--- src/rtl/uart_pkg.sv ---
// rtl/uart_pkg.sv - shared UART state encoding and oversample constants
package uart_pkg;

  localparam int OVERSAMPLE = 16;
  localparam int MID_TICK   = OVERSAMPLE / 2 - 1;
  localparam int LAST_TICK  = OVERSAMPLE - 1;

  typedef enum logic [2:0] {
    IDLE  = 3'd0,
    START = 3'd1,
    DATA  = 3'd2,
    STOP  = 3'd3,
    BREAK = 3'd4
  } uart_state_t;

endpackage

--- src/rtl/sync_2ff.sv ---
// rtl/sync_2ff.sv - multi-stage synchroniser that resets to the line idle level
module sync_2ff #(
  parameter int STAGES = 2
) (
  input  logic clk,
  input  logic rst_n,
  input  logic d,
  output logic q
);

  logic [STAGES-1:0] sr;

  // shift the asynchronous input through the chain; resets high so an idle line reads idle
  always_ff @(posedge clk or negedge rst_n) begin
    if (!rst_n) begin
      sr <= '1;
    end else begin
      sr <= {sr[STAGES-2:0], d};
    end
  end

  assign q = sr[STAGES-1];

endmodule

--- src/rtl/uart_rx_os16.sv ---
// rtl/uart_rx_os16.sv - oversampling UART receiver with mid-bit sampling and framing check
module uart_rx_os16 #(
  parameter int DATA_BITS   = 8,
  parameter int OVERSAMPLE  = 16,
  parameter int SYNC_STAGES = 2
) (
  input  logic                 clk,
  input  logic                 rst_n,
  input  logic                 baud,
  input  logic                 rx,
  output logic [DATA_BITS-1:0] data_out,
  output logic                 data_valid,
  output logic                 frame_err,
  output logic                 busy
);

  import uart_pkg::*;

  localparam int CNT_W = $clog2(OVERSAMPLE);
  localparam int BIT_W = $clog2(DATA_BITS + 1);
  localparam logic [CNT_W-1:0] TICK_MID  = CNT_W'(OVERSAMPLE / 2 - 1);
  localparam logic [CNT_W-1:0] TICK_LAST = CNT_W'(OVERSAMPLE - 1);
  localparam logic [BIT_W-1:0] BIT_LAST  = BIT_W'(DATA_BITS - 1);

  logic                 rx_s;
  logic                 baud_d;
  logic                 tick;
  uart_state_t          state, state_nxt;
  logic [CNT_W-1:0]     tick_cnt, tick_cnt_nxt;
  logic [BIT_W-1:0]     bit_cnt, bit_cnt_nxt;
  logic [DATA_BITS-1:0] shreg, shreg_nxt;
  logic [DATA_BITS-1:0] data_out_nxt;
  logic                 valid_nxt;
  logic                 ferr_nxt;

  sync_2ff #(
    .STAGES(SYNC_STAGES)
  ) u_rx_sync (
    .clk  (clk),
    .rst_n(rst_n),
    .d    (rx),
    .q    (rx_s)
  );

  // remember last baud level so a rising edge becomes a single-cycle tick
  always_ff @(posedge clk or negedge rst_n) begin
    if (!rst_n) begin
      baud_d <= 1'b0;
    end else begin
      baud_d <= baud;
    end
  end

  assign tick = baud & ~baud_d;
  assign busy = (state != IDLE);

  // frame state, counters, shift register and registered output pulses
  always_ff @(posedge clk or negedge rst_n) begin
    if (!rst_n) begin
      state      <= IDLE;
      tick_cnt   <= '0;
      bit_cnt    <= '0;
      shreg      <= '0;
      data_out   <= '0;
      data_valid <= 1'b0;
      frame_err  <= 1'b0;
    end else begin
      state      <= state_nxt;
      tick_cnt   <= tick_cnt_nxt;
      bit_cnt    <= bit_cnt_nxt;
      shreg      <= shreg_nxt;
      data_out   <= data_out_nxt;
      data_valid <= valid_nxt;
      frame_err  <= ferr_nxt;
    end
  end

  // framing decisions, taken only on tick cycles; pulses default low so they last one clk
  always_comb begin
    state_nxt    = state;
    tick_cnt_nxt = tick_cnt;
    bit_cnt_nxt  = bit_cnt;
    shreg_nxt    = shreg;
    data_out_nxt = data_out;
    valid_nxt    = 1'b0;
    ferr_nxt     = 1'b0;
    if (tick) begin
      case (state)
        IDLE: begin
          if (!rx_s) begin
            state_nxt    = START;
            tick_cnt_nxt = '0;
          end
        end
        START: begin
          if (tick_cnt == TICK_MID) begin
            tick_cnt_nxt = '0;
            if (!rx_s) begin
              state_nxt   = DATA;
              bit_cnt_nxt = '0;
            end else begin
              // start bit vanished before its midpoint: treat as noise
              state_nxt = IDLE;
            end
          end else begin
            tick_cnt_nxt = tick_cnt + 1'b1;
          end
        end
        DATA: begin
          if (tick_cnt == TICK_LAST) begin
            tick_cnt_nxt = '0;
            // LSB arrives first, so shifting right leaves it at bit 0 after the last bit
            shreg_nxt    = {rx_s, shreg[DATA_BITS-1:1]};
            bit_cnt_nxt  = bit_cnt + 1'b1;
            if (bit_cnt == BIT_LAST) begin
              state_nxt = STOP;
            end
          end else begin
            tick_cnt_nxt = tick_cnt + 1'b1;
          end
        end
        STOP: begin
          if (tick_cnt == TICK_LAST) begin
            tick_cnt_nxt = '0;
            data_out_nxt = shreg;
            if (rx_s) begin
              valid_nxt = 1'b1;
              state_nxt = IDLE;
            end else begin
              ferr_nxt  = 1'b1;
              state_nxt = BREAK;
            end
          end else begin
            tick_cnt_nxt = tick_cnt + 1'b1;
          end
        end
        BREAK: begin
          // a line held low must go high before a new start bit can be seen
          if (rx_s) begin
            state_nxt = IDLE;
          end
        end
        default: begin
          state_nxt = IDLE;
        end
      endcase
    end
  end

endmodule

--- config.mk ---
export PLATFORM = sky130hd
export DESIGN_NAME = uart_rx_os16
export DESIGN_NICKNAME = d
export VERILOG_FILES = /design/src/rtl/uart_pkg.sv /design/src/rtl/sync_2ff.sv /design/src/rtl/uart_rx_os16.sv
export SDC_FILE = /design/constraint.sdc
export NUM_CORES = 1
export LEC_CHECK = 0
export BUFFER_PORTS_ARGS = -buffer_cell sky130_fd_sc_hd__buf_4
export CAP_MARGIN = 20
export CORE_UTILIZATION = 51
export CTS_CLUSTER_DIAMETER = 120
export DETAILED_ROUTE_END_ITERATION = 10
export PLACE_DENSITY = 0.73
export SYNTH_ARGS = -nofsm -noshare
export SYNTH_HDL_FRONTEND = slang
export SYNTH_SLANG_ARGS = --single-unit
--- constraint.sdc ---
create_clock -name clk -period 1.88 [get_ports clk]
set_clock_uncertainty 0.05 [all_clocks]
set_input_delay 0.094 -clock clk [delete_from_list [all_inputs] [get_ports clk]]
set_output_delay 0.094 -clock clk [all_outputs]
set_load 0.005 [all_outputs]
==> results of run 1 <==
-- worst paths after layout --
path                                 start         endpoint  slack, ps  depth (start not counted)
min                                  rst_n       bit_cnt[2]        170                          2
max                               state[2]       bit_cnt[3]        -20                          5
min reg2reg                u_rx_sync.sr[0]  u_rx_sync.sr[1]        310                          0
max in group asynchronous            rst_n  u_rx_sync.sr[0]       1280                          2
min in group clk           u_rx_sync.sr[0]  u_rx_sync.sr[1]        310                          0
max reg2reg                       state[2]       bit_cnt[3]        -20                          5
-- sequential cells by signal (all words and copies together) (netlist names) --
signal        flops
baud_d            1
bit_cnt           4
data_out          8
data_valid        1
frame_err         1
shreg             8
state             3
tick_cnt          4
u_rx_sync.sr      2
-- where the power goes --
part / switching (mW) / leakage [nW] / internal [mW]
Clock: 0.219 / 0.0386 / 0.220
Combinational: 0.344 / 0.475 / 0.392
Sequential: 0.144 / 0.421 / 0.798
-- kinds of logic (layout without fill, tap and decap cells) --
logic type,after synthesis,in the layout,share of synthesized area
buf+inv,6,41,0.02076
flops,32,32,0.5332
simple gates,38,38,0.1761
xor+xnor,1,1,0.005815
mux,21,21,0.1669
compound gates,16,16,0.08056
fa+ha+maj,2,2,0.01661
-- per-stage QoR --
| stage | instances | setup WS (ps) |
|---|---|---|
| floorplan | 116 | 14.90 |
| global placement | 170 | 58.76 |
| detailed placement | 170 | -2.182 |
| CTS | 181 | 1.791 |
| global route | 182 | -65.22 |
| finish | 182 | -18.19 |
-- layout by cell type, fill, tap and decap left out, types with 3 or more instances in the layout --
| master | Yosys | routed |
|---|---|---|
| mux2_1 | 13 | 13 |
| dfrtp_1 | 30 | 27 |
| nand3b_1 | 3 | 3 |
| dlygate4sd3_1 | 0 | 3 |
| mux2_4 | 5 | 5 |
| buf_4 | 0 | 26 |
| nor2_1 | 8 | 8 |
| clkbuf_4 | 0 | 5 |
| mux2i_1 | 3 | 3 |
| dfrtp_2 | 0 | 3 |
| inv_1 | 3 | 3 |
| nand2_1 | 7 | 7 |
-- routing by layer --
| metal | track usage | vias to the layer above | wire length, µm |
|---|---|---|---|
| li1 | - | 492 | - |
| met1 | 0.2465 | 505 | 1288 |
| met2 | 0.3316 | 24 | 1449 |
| met3 | 0.05530 | 6 | 90 |
| met4 | 0.1080 | 0 | 59 |
| met5 | 0 | - | 0 |
-- layout make-up --
cell class              count  area [µm²]  share of cell area
clock buffers               8       68.82             0.03689
flip-flops and latches     32       807.0              0.4326
multi-input cells          78       694.4              0.3722
well taps                  31       38.79             0.02079
repair buffers             30       245.2              0.1315
inverters                   3       11.26            0.006036
-- timing repair --
action                                  4_1_cts  5_1_grt
buffers inserted                              0        1
hold buffers                                  3        0
gates resized for setup                       2        7
endpoints found under the hold margin        34        0
pin swaps                                     0        5
endpoints found under the setup margin        5       14
==> results_dict.tcl, run 1 <==
set metrics [dict create \
    syn-cell-area_um2 1506 \
    placementRows 19 \
    whs_ps 171.6 \
    synthCells 116 \
    critPathArrivalTime_ps 2060 \
    num_antenna_cells 0 \
    gp_routability_congestion 0.8523 \
    max_freq_ghz 0.5268 \
    power.total_mw 2.117 \
    cts_tree "done" \
    clkSlewWorstSetupHoldPaths_ps 100 \
    cap_violations 0 \
    final.fill_count 210 \
    synth_flop_cell "dfrtp_1" \
    max_stage_delay_ps 490 \
    p_per_area_nw_per_um2 1135 \
    setup_tns_ps -18.19 \
    critical-path-top-delay-family "compound AO/OA/AOI/OAI gates" \
    path_cells "nor4b_4 > o32ai_2 > buf_4 > o41ai_1 > a21oi_2" \
    die_w_um 56.35 \
    area_growth_syn_to_layout_pct 23.84 \
    core_area_um2 2781 \
    grt_max_degree 33 \
    ys_warn_count 0 \
    grt.overflow.total 0 \
    root_buffer "clkbuf_4" \
    worstMarginPinSlew_ps 465.6 \
    pin_count 15 \
    final-setup-viol-count 1 \
    grt_pass1_wl_um 4754 \
    grt.total_usage 0.2036 \
    drc 0 \
    die-area_um2 3175 \
    synth_most_common_cell "dfrtp_1" \
    io_buffers 14 \
    yosys.area.top_type "dfrtp_1" \
    drive_gt1_frac 0.3775 \
    ys_ff_latch 32 \
    slew_headroom 0.6855 \
    violations "setup timing" \
    insertion_delay_ps 330 \
    cts_sinks 32 \
    synth_seq_area_share 0.5332 \
    hp-class "input pin to asynchronous set/reset pin" \
    vias 1027 \
    syn-num-nets 122 \
    finalCritPeriodShare 1.010 \
    hpwl_um 2052 \
    ant_nets 0 \
    crit_type "register to register" \
    firstDrtPassIters 4 \
    cts_buffer_depth 2 \
    finalWorstSetupSlack_ps -18.19 \
    drt_iter0_markers 27 \
    final_nets 156 \
    rsz0062_at_grt "true" \
    crit_required_ps 2040 \
    avgSynthCellArea_um2 12.99 \
    post_drt_wl_per_cell_um 15.86 \
    synth_top_cell_area_share 0.4983 \
    die_height_um 56.35 \
    worstSetupStartpointType "register" \
    place_area_um2 1733 \
    start_util 0.5416 \
    grt_pass1_vias 1024 \
    fin_area_um2 1866 \
    cp-end-kind "register" \
    slew_viol_final 0 \
    crit_fanout 7 \
    antenna_found_initial 0 \
    synthTopCellsByCount "dfrtp_1 (30), mux2_1 (13), nor2_1 (8)" \
    ir_drop_mv 0.8236 \
    hold_viol_final 0 \
    synthTopCellsByArea "dfrtp_1 (50%), mux2_1 (9.7%), mux2_4 (5.0%)" \
    fin_util 0.6707 \
    cpMaxStageDelayCell "dfrtp_2" \
    cts_max_level 2 \
    status "complete, but fails checks" \
    cts_buffers 5 \
    p_leak_nw 0.9338 \
    path_buf_inv 1 \
    vias_per_cell 5.643 \
    yosysUniqueCellTypes 41 \
    min_period_ps 1898 \
    synth_edf_count 0 \
    wirelength_um 2886 \
    async_flop_share 1.000 \
]
(Power assumes the default switching activity.)
==> inputs of run 2 (changes only) <==
- SETUP_SLACK_MARGIN: unset -> 0.1
- SLEW_MARGIN: unset -> 20
==> run 2 against run 1 <==
The flow now finishes without violations. Die area unchanged. Global-route usage up 0.84 points. Final cell count up 4.4%. Via count up 5.9%. Critical path depth down 1. Clock power up 2%. Utilization up 4.9 points. Cell area up 7.2%. Combinational power up 31%. Wire length up 10%. Count of clock-buffer cells in the layout unchanged. Sequential power up 1%. Largest power group is now combinational cells.
==> results_dict.tcl, run 2 (synthesized netlist as in run 1, its figures left out) <==
set metrics [dict create \
    slew_viol_final 0 \
    drive_gt1_frac 0.4591 \
    start_util 0.5416 \
    cts_buffers 5 \
    pwr-share-seq 0.403 \
    p_per_area_nw_per_um2 1181 \
    area_growth_syn_to_layout_pct 32.81 \
    final.fill_count 186 \
    hold_viol_final 0 \
    grt_pass1_vias 1104 \
    crit_start "state[1]" \
    antenna_found_initial 0 \
    hpwl_um 1960 \
    rrSetupSlack_ps 60 \
    cap_violations 0 \
    busiest_layer "met2" \
    power.total_mw 2.362 \
    post_drt_wl_per_cell_um 16.77 \
    drt_iter0_markers 54 \
    firstDrtPassIters 5 \
    cts_sinks 32 \
    p_comb_frac 0.407 \
    vias 1088 \
    rsz0062_at_grt "true" \
    insertion_delay_ps 340 \
    vias_per_cell 5.726 \
    grt_max_degree 33 \
    use_met3 0.03917 \
    placementRows 19 \
    root_buffer "clkbuf_4" \
    finalCritPeriodShare 0.9672 \
    largestRegisters "data_out (8), shreg (8)" \
    critPathArrivalTime_ps 2000 \
    crit_type "register to register" \
    layout_commonest_cell "buf_4" \
    ir_drop_mv 0.9553 \
    io_buffers 14 \
    core_area_um2 2781 \
    pin_count 15 \
    cts_buffer_depth 2 \
    ant_nets 0 \
    final_nets 164 \
    r2r_cells 4 \
    cp-end-kind "register" \
    path_cells "nor4b_4 > o32ai_4 > or3_4 > mux2_4" \
    rr_endpoint "bit_cnt[0]" \
    worstSetupStartpointType "register" \
    drc 0 \
    preCtsSetupSlack_ps -10.84 \
    crit_fanout 6 \
    die_height_um 56.35 \
    netSwitchingPower_mw 0.8131 \
    r2r-start "state[1]" \
    crit_required_ps 2070 \
    status "finished, final reports clean" \
    grt.overflow.total 0 \
    grt_pass1_wl_um 5064 \
    gp_routability_congestion 0.8500 \
    worstMarginPinSlew_ps 418.5 \
    wirelength_um 3186 \
    finalWorstSetupSlack_ps 61.74 \
    cts_tree "done" \
    clkSlewWorstSetupHoldPaths_ps 100 \
    most-common-layout-cells "buf_4 (30), dfrtp_1 (27), mux2_4 (9), mux2_1 (9), nor2_1 (8)" \
    cpMaxStageDelayCell "dfrtp_2" \
    met2_usage 0.3452 \
    cts_max_level 2 \
    p_int_mw 1.549 \
    die-area_um2 3175 \
    grt.total_usage 0.2120 \
    switching_share 0.3443 \
    num_antenna_cells 0 \
    hp-class "input pin to asynchronous set/reset pin" \
    p_leak_nw 0.9941 \
    max_freq_ghz 0.5500 \
    min_period_ps 1818 \
    clkPwrFrac 0.189 \
    max_stage_delay_ps 460 \
    die_w_um 56.35 \
    final-setup-viol-count 0 \
    slew_headroom 0.7189 \
    grt_use_met1 0.2619 \
]
-- run 2: critical path: cells and delay by family (launching register included) --
kind	cells	cell delay, ps
AND/OR/NAND/NOR	2	730
flip-flops	1	460
multiplexers	1	300
AO/OA/AOI/OAI	1	170
-- run 2: layout make-up --
cell class | count | area [µm²] | share of cell area
Clock buffer | 8 | 68.82 | 0.03440
Inverter | 3 | 11.26 | 0.005629
Multi-Input combinational cell | 78 | 763.2 | 0.3815
Sequential cell | 32 | 807.0 | 0.4034
Tap cell | 31 | 38.79 | 0.01939
Timing Repair Buffer | 38 | 311.5 | 0.1557
-- run 2: power groups by stage --
| stage | registers (mW) | clock network (mW) | logic, mW |
|---|---|---|---|
| detailed placement | 0.940 | 0 | 0.726 |
| global route | 0.967 | 0.474 | 1.04 |
| CTS | 0.932 | 0.461 | 0.812 |
| finish | 0.953 | 0.447 | 0.962 |
| global placement | 0.928 | 0 | 0.703 |
| floorplan | 0.903 | 0 | 0.487 |
-- run 2: worst max-delay path by stage --
stage             endpoint  cells after the start
2_1_floorplan  data_out[0]                      5
3_5_place_dp   data_out[0]                      3
3_3_place_gp   data_out[7]                      3
4_1_cts         bit_cnt[0]                      4
6_report        bit_cnt[0]                      4
5_1_grt         bit_cnt[3]                      4
-- run 2: stage by stage --
step,utilization,TNS (ps),std cells,cell area (µm²),hold WS (ps)
floorplan,-,0,116,1524,-251.6
global placement,0.6253,-1.967,171,1739,-6.849
detailed placement,0.6253,-19.18,171,1739,2.077
CTS,0.6896,0,188,1918,175.7
global route,0.7193,0,190,2001,208.1
finish,0.7193,0,190,2001,172.3
-- run 2: layer usage --
layer | share of wire | vias to the layer above | routed length [µm]
li1 | - | 507 | -
met1 | 0.42 | 538 | 1347
met2 | 0.52 | 28 | 1666
met3 | 0.029 | 15 | 92
met4 | 0.025 | 0 | 81
met5 | 0 | - | 0
-- run 2: timing repair --
action / 4_1_cts / 5_1_grt
resized for setup: 11 / 14
setup endpoints to repair: 21 / 17
setup buffers: 6 / 2
hold buffers: 3 / 0
endpoints found under the hold margin: 34 / 0
pin swaps: 5 / 2
==> inputs of run 3 (changes only) <==
- CORE_MARGIN: unset -> 2
- CORE_UTILIZATION: 51 -> 57
- MAX_ROUTING_LAYER: unset -> met4
- PLACE_DENSITY: 0.73 -> 0.77
- clock period: 1.88 -> 2 ns (I/O delays scaled with it)
==> run 3 against run 2 <==
Combinational power is 26% lower. Fmax is 5.6% lower. Via count is 5.4% lower. Cell area is 5.4% lower. Clock power is 23% higher. Sequential share of layout area is 2.2 points higher. Count of clock-buffer cells in the layout is 1 lower. Non-clock buffer count is 9 lower. Worst hold slack worse by 2.1 ps. Setup slack better by 12 ps. Wire length is 10% lower. Critical path type unchanged. Largest cell class unchanged. Largest power group is now registers.
==> results_dict.tcl, run 3 (synthesized netlist as in run 1, its figures left out) <==
set metrics [dict create \
    clkSlewWorstSetupHoldPaths_ps 110 \
    pin_count 15 \
    gp_routability_congestion 0.8587 \
    cp.depth 5 \
    antenna_found_initial 0 \
    hpwl_um 1908 \
    p_per_area_nw_per_um2 1138 \
    power.total_mw 2.154 \
    whs_ps 170.2 \
    slew_viol_final 0 \
    r2r_cells 5 \
    setup.worst_path.end "bit_cnt[2]" \
    slew_headroom 0.7389 \
    worstSetupStartpointType "register" \
    cpMaxStageDelayCell "or4_1" \
    maxUsedRoutingLayer "met4" \
    most-common-layout-cells "dfrtp_1 (28), buf_4 (25), mux2_1 (13)" \
    pwr-share-seq 0.413 \
    cts_sinks 32 \
    max_freq_ghz 0.5193 \
    post_drt_wl_per_cell_um 15.92 \
    drc 0 \
    area_growth_syn_to_layout_pct 25.66 \
    vias 1029 \
    core_area_um2 2500 \
    grt_max_degree 33 \
    drive_gt1_frac 0.3600 \
    hold_viol_final 0 \
    grt.overflow.total 0 \
    wirelength_um 2866 \
    switching_share 0.3231 \
    clkPwrFrac 0.256 \
    drt_iter0_markers 18 \
    cts_max_level 2 \
    vias_per_cell 5.717 \
    die_w_um 55.41 \
    hp-class "input pin to asynchronous set/reset pin" \
    die-area_um2 3070 \
    rsz0062_at_grt "true" \
    cts_buffer_depth 2 \
    netSwitchingPower_mw 0.6960 \
    grt_pass1_vias 1023 \
    crit_required_ps 2200 \
    layout_commonest_cell "dfrtp_1" \
    cap_violations 0 \
    max_stage_delay_ps 580 \
    path_buf_inv 1 \
    final_nets 155 \
    critical-path-top-delay-family "simple AND/OR/NAND/NOR gates" \
    worstMarginPinSlew_ps 391.7 \
    dr_wl_met2_um 1382 \
    ant_nets 0 \
    wl_met3_um 127 \
    status "finished, final reports clean" \
    insertion_delay_ps 340 \
    start_util 0.6026 \
    io_buffers 14 \
    largestRegisters "data_out (8), shreg (8)" \
    rr_endpoint "bit_cnt[2]" \
    cts_tree "done" \
    ir_drop_mv 0.9731 \
    crit_type "register to register" \
    crit_fanout 7 \
    grt_pass1_wl_um 4733 \
    placementRows 18 \
    grt.total_usage 0.2076 \
    r2r-start "state[2]" \
    finalCritPeriodShare 0.9629 \
    path_cells "buf_4 > nor3b_4 > o32ai_4 > or4_1 > a21oi_2" \
    fin_util 0.7573 \
    cts_buffers 5 \
    critPathArrivalTime_ps 2130 \
    p_leak_nw 0.9423 \
    root_buffer "clkbuf_4" \
    p_int_mw 1.458 \
    num_antenna_cells 0 \
    rrSetupSlack_ps 70 \
    min_period_ps 1926 \
    crit_start "state[2]" \
    p_comb_frac 0.331 \
    die_height_um 55.41 \
    firstDrtPassIters 4 \
    cp-end-kind "register" \
    final-setup-viol-count 0 \
    wl_met1_um 1280 \
]
## run 3: timing repair
| item | CTS | global route |
|---|---|---|
| endpoints found under the setup margin | 5 | 7 |
| setup buffers | 0 | 5 |
| pin swaps | 1 | 4 |
| gates resized for setup | 2 | 6 |
| hold endpoints to repair | 34 | 0 |
| hold buffers | 3 | 0 |
## run 3: layout make-up
type | instances | area [µm²]
Tap cell | 30 | 37.54
Clock buffer | 7 | 65.06
Fill cell | 155 | 606.8
Clock inverter | 1 | 30.03
Inverter | 3 | 11.26
Multi-Input combinational cell | 78 | 705.7
Timing Repair Buffer | 29 | 237.7
Sequential cell | 32 | 805.8
## run 3: per-stage QoR
stage / cell area, µm² / setup TNS, ps / setup slack [ps] / instances
after CTS: 1836 / 0 / 105.7 / 175
after detailed placement: 1694 / -11.60 / -11.60 / 164
after global placement: 1694 / 0 / 78.05 / 164
after floorplan: 1506 / 0 / 134.9 / 116
final: 1893 / 0 / 74.23 / 180
after global routing: 1893 / -5.727 / -5.727 / 180
## run 3: worst min-delay path by stage
stage                     start           to  slack (ps)
final                     rst_n  tick_cnt[1]         170
after global routing      rst_n  data_out[0]         190
after CTS                 rst_n  tick_cnt[1]         170
after detailed placement  rst_n  tick_cnt[3]           6
after global placement    rst_n  tick_cnt[3]           5
after floorplan           rst_n       baud_d        -250
## run 3: power groups by stage
stage	clock [mW]	sequential, mW	combinational [mW]
after floorplan	0	0.849	0.432
after global placement	0	0.879	0.583
after detailed placement	0	0.888	0.607
after CTS	0.565	0.877	0.642
after global routing	0.584	0.903	0.778
final	0.551	0.890	0.713
## run 3: per-layer routing
| metal | GRT usage | vias up |
|---|---|---|
| li1 | - | 492 |
| met1 | 0.2542 | 502 |
| met2 | 0.3095 | 27 |
| met3 | 0.06089 | 8 |
| met4 | 0.1115 | 0 |
| met5 | - | - |
